## config.mk

```make
export PLATFORM = sky130hd
export DESIGN_NAME = stream_dispatcher
export DESIGN_NICKNAME = d
export VERILOG_FILES = /design/src/rtl/stream_dispatcher.sv
export SDC_FILE = /design/constraint.sdc
export NUM_CORES = 1
export LEC_CHECK = 0
export ABC_AREA = 1
export CAP_MARGIN = 20
export CORE_MARGIN = 2
export CORE_UTILIZATION = 48
export DETAILED_ROUTE_END_ITERATION = 8
export PLACE_DENSITY = 0.79
export SYNTH_ARGS = -nofsm -noshare
export SYNTH_HDL_FRONTEND = slang
export SYNTH_SLANG_ARGS = --single-unit
```

## constraint.sdc

```tcl
create_clock -name clk -period 2.28 [get_ports clk]
set_clock_uncertainty 0.1 [all_clocks]
set_input_delay 0.456 -clock clk [delete_from_list [all_inputs] [get_ports clk]]
set_output_delay 0.456 -clock clk [all_outputs]
set_load 0.05 [all_outputs]
```

## src/rtl/stream_dispatcher.sv

```systemverilog
// Valid/ready demultiplexor: routes one input stream to 2**ADDRESS_WIDTH channels,
// each backed by a one-entry holding slot, with address or round-robin selection.
module stream_dispatcher #(
    parameter int ADDRESS_WIDTH = 2,
    parameter int DATA_WIDTH    = 8,
    parameter int COUNT_WIDTH   = 16
) (
    input  logic                                   clk,
    input  logic                                   rst_n,
    input  logic                                   rr_mode,
    input  logic                                   in_valid,
    output logic                                   in_ready,
    input  logic [ADDRESS_WIDTH-1:0]               in_addr,
    input  logic [DATA_WIDTH-1:0]                  in_data,
    output logic [(2**ADDRESS_WIDTH)-1:0]          out_valid,
    input  logic [(2**ADDRESS_WIDTH)-1:0]          out_ready,
    output logic [(2**ADDRESS_WIDTH)*DATA_WIDTH-1:0] out_data,
    output logic [ADDRESS_WIDTH-1:0]               rr_ptr,
    output logic [COUNT_WIDTH-1:0]                 xfer_count
);

    localparam int N = 2**ADDRESS_WIDTH;

    logic [ADDRESS_WIDTH-1:0]  sel_s;
    logic                      ready_s;
    logic                      accept_s;
    logic [N-1:0]              valid_r;
    logic [N*DATA_WIDTH-1:0]   data_r;
    logic [ADDRESS_WIDTH-1:0]  ptr_r;
    logic [COUNT_WIDTH-1:0]    count_r;

    // Destination select and input acceptance; a slot draining this cycle can take a new beat.
    always_comb begin
        sel_s    = in_addr;
        ready_s  = 1'b0;
        accept_s = 1'b0;
        if (rr_mode) begin
            sel_s = ptr_r;
        end else begin
            sel_s = in_addr;
        end
        ready_s  = (!valid_r[sel_s]) || out_ready[sel_s];
        accept_s = in_valid && ready_s;
    end

    // Per-channel holding slots: reload wins over drain so throughput stays one beat per cycle.
    always_ff @(posedge clk or negedge rst_n) begin
        if (!rst_n) begin
            valid_r <= {N{1'b0}};
            data_r  <= {(N*DATA_WIDTH){1'b0}};
        end else begin
            for (int i = 0; i < N; i++) begin
                if (accept_s && (sel_s == ADDRESS_WIDTH'(i))) begin
                    valid_r[i]                           <= 1'b1;
                    data_r[i*DATA_WIDTH +: DATA_WIDTH]   <= in_data;
                end else if (valid_r[i] && out_ready[i]) begin
                    valid_r[i] <= 1'b0;
                end else begin
                    valid_r[i] <= valid_r[i];
                end
            end
        end
    end

    // Round-robin pointer moves only on a round-robin accept; wrap is natural modulo N.
    always_ff @(posedge clk or negedge rst_n) begin
        if (!rst_n) begin
            ptr_r <= {ADDRESS_WIDTH{1'b0}};
        end else if (accept_s && rr_mode) begin
            ptr_r <= ptr_r + ADDRESS_WIDTH'(1);
        end else begin
            ptr_r <= ptr_r;
        end
    end

    // Saturating accepted-beat counter.
    always_ff @(posedge clk or negedge rst_n) begin
        if (!rst_n) begin
            count_r <= {COUNT_WIDTH{1'b0}};
        end else if (accept_s && (count_r != {COUNT_WIDTH{1'b1}})) begin
            count_r <= count_r + COUNT_WIDTH'(1);
        end else begin
            count_r <= count_r;
        end
    end

    assign in_ready   = ready_s;
    assign out_valid  = valid_r;
    assign out_data   = data_r;
    assign rr_ptr     = ptr_r;
    assign xfer_count = count_r;

endmodule

```

==> results.sh <==
export IMPL_ys_flop_type="dfrtp_1"
export IMPL_antenna_found_initial=0
export IMPL_fillers=430
export IMPL_numCtsBuffers=5
export IMPL_die_height_um=79.7
export IMPL_power_uw=5040
export IMPL_cts_tree="yes"
export IMPL_synth_area_leaders="dfrtp_1, nand2_1, nand4_1"
export IMPL_io_pins=73
export IMPL_powerDensity_nw_per_um2=1330
export IMPL_seq_power_share=0.310
export IMPL_clockBufferDepth=2
export IMPL_start_util=0.499
export IMPL_cts_sinks=54
export IMPL_setup_viol=0
export IMPL_drt_initial_drc_count=161
export IMPL_yosysWarnings=0
export IMPL_netlist_instances=335
export IMPL_multi_input_area_sq_um=1250
export IMPL_htree_levels=2
export IMPL_final_nets=443
export IMPL_min_period_over_period=0.979
export IMPL_area_growth_pct=38.1
export IMPL_worstPathArrival_ps=1680
export IMPL_hold_slack_ps=5.59
export IMPL_route_top_layer_used="met4"
export IMPL_yosysSeqAreaShare=0.492
export IMPL_fp_coreArea_sq_um=5510
export IMPL_avgViaCountPerCell=5.30
export IMPL_synth_top_cell_by_area="dfrtp_1"
export IMPL_worstSetupPathType="in2out"
export IMPL_die_width_um=79.7
export IMPL_synth_nets=354
export IMPL_grt_pass1_wl_mm=11.6
export IMPL_netlist_area_sq_um=2750
export IMPL_fmax_mhz=448
export IMPL_grt_pass1_vias=2494
export IMPL_met3WireLength_um=429
export IMPL_wl_mm=6.97
export IMPL_avgSynthCellArea_sq_um=8.20
export IMPL_cts_hold_repair_buffers=0
export IMPL_drt_pre_antenna_iters=4
export IMPL_required_ps=1720
export IMPL_crit_fanout=6
export IMPL_ys_ff_latch=54
export IMPL_worst_slew_pin_slew_ps=518
export IMPL_ys_async_sr_fraction=1.00
export IMPL_diodes=0
export IMPL_max_slew_margin=0.655
export IMPL_irDropWorstVdd_mv=0.792
export IMPL_die_area_sq_um=6350
export IMPL_cap_violations=0
export IMPL_routedWlPerCell_um=14.0
export IMPL_combPwrFrac=0.580
export IMPL_wl_met2_mm=3.33
export IMPL_p_int_uw=2500
export IMPL_crit_path_end_kind="primary output"
export IMPL_grt_start_max_net_pins=35
export IMPL_dr_total_vias=2634
export IMPL_fin_util=0.689
export IMPL_met1_length_mm=3.14
export IMPL_synth_top_area_frac=0.492
export IMPL_numPortBuffers=72
export IMPL_gp_congestion=0.970
export IMPL_period_needed_ps=2230
export IMPL_netSwitchingPower_uw=2540
export IMPL_synth_edf_count=0
export IMPL_rsz0062_at_grt="no"
export IMPL_finalInstanceArea_sq_um=3790
export IMPL_slew_viol_final=0
export IMPL_regArea_sq_um=1350
export IMPL_drive_gt1_frac=0.115
export IMPL_hold_class="in2async"
export IMPL_path_clk_slew_ps=100
export IMPL_ant_nets=0
export IMPL_run_status="complete, no violations"
export IMPL_rows=27
export IMPL_cts_root_buf="clkbuf_8"
export IMPL_p_leak_uw=0.00180
export IMPL_crit_path_start_kind="primary input"
export IMPL_insertion_delay_ps=310
export IMPL_place_area_sq_um=3680
export IMPL_synth_cell_type_count=25
export IMPL_hold_viol=0
export IMPL_dp_hpwl_mm=5.12
export IMPL_final_common_cell="nand2_1"
export IMPL_drc=0
export IMPL_clkPwrFrac=0.110
export IMPL_p_sw_frac=0.505
export IMPL_grt_ovfl_total=0
export IMPL_grt_use_total=0.233
export IMPL_mostFrequentLayoutCells="nand2_1, clkdlybuf4s50_1, dfrtp_1"
## repair_timing
action                     in CTS  in global routing
setup buffers                   1                  0
gates resized for setup         1                  2
gates cloned                    0                  0
setup endpoints to repair       1                  8
pin swaps                       1                  0
## power groups by stage
stage | Combinational (uW) | Clock [uW] | Sequential, uW
after global routing | 3110 | 614 | 1610
after floorplan | 669 | 0 | 2770
after global placement | 2870 | 0 | 1570
final | 2920 | 553 | 1560
after CTS | 2940 | 571 | 1560
after detailed placement | 2920 | 0 | 1580
## worst paths after layout
check | startpoint | end | slack [ps] | cells after the start
worst min-delay path | rst_n | out_data[24] | 6 | 1
max in group asynchronous | rst_n | xfer_count[5] | 1530 | 2
min in group clk | out_data[31] | out_data[31] | 380 | 2
worst min register to register | out_data[31] | out_data[31] | 380 | 2
worst max register to register | xfer_count[1] | xfer_count[10] | 270 | 10
worst max-delay path | in_addr[0] | in_ready | 50 | 9
## cells by family after synthesis
kind of cell    count (synthesis)  synth area share
compound gates                  8            0.0159
fa+ha+maj                       1           0.00455
flops                          54             0.492
buf+inv                        33            0.0587
xor+xnor                       12            0.0383
simple gates                  227             0.391
## per-stage QoR
stage / setup TNS [ps] / instances / setup slack, ps
after floorplan: 0 / 335 / 101
after global placement: -3510 / 488 / -133
after detailed placement: -8960 / 488 / -265
after CTS: 0 / 497 / 33.3
after global routing: 0 / 497 / 7.37
final: 0 / 497 / 47.4
## area by class of cell
cell class,instances,area share
well taps,72,0.0237
clock inverters,3,0.00660
flip-flops and latches,54,0.356
multi-input cells,248,0.329
repair buffers,96,0.247
clock buffers,5,0.0181
inverters,19,0.0188
## Yosys cell counts (all sizes together) (4+ instances only)
library cell / instances
nor2: 15
xnor2: 5
clkbuf: 4
dfrtp: 54
nand2: 142
inv: 17
buf: 10
nand3: 17
o21ai: 8
xor2: 7
nand4: 51
## registers in the layout, indices dropped and copies added, names as in the netlist
signal and count:
out_data 32, rr_ptr 2, out_valid 4, xfer_count 16
## critical path, stage by stage
cell and delay, ps:
clkdlybuf4s50_1 470, nand2_2 90, nand2_4 90, nand2_1 60
o21ai_1 80, nand2_1 80, nand2_1 100, nand2_4 80
buf_12 150
## routing by layer
| layer | track usage | up-vias |
|---|---|---|
| li1 | - | 1291 |
| met1 | 0.301 | 1251 |
| met2 | 0.395 | 86 |
| met3 | 0.0452 | 6 |
| met4 | 0.0707 | 0 |
| met5 | 0 | - |
(Power assumes the default switching activity.)
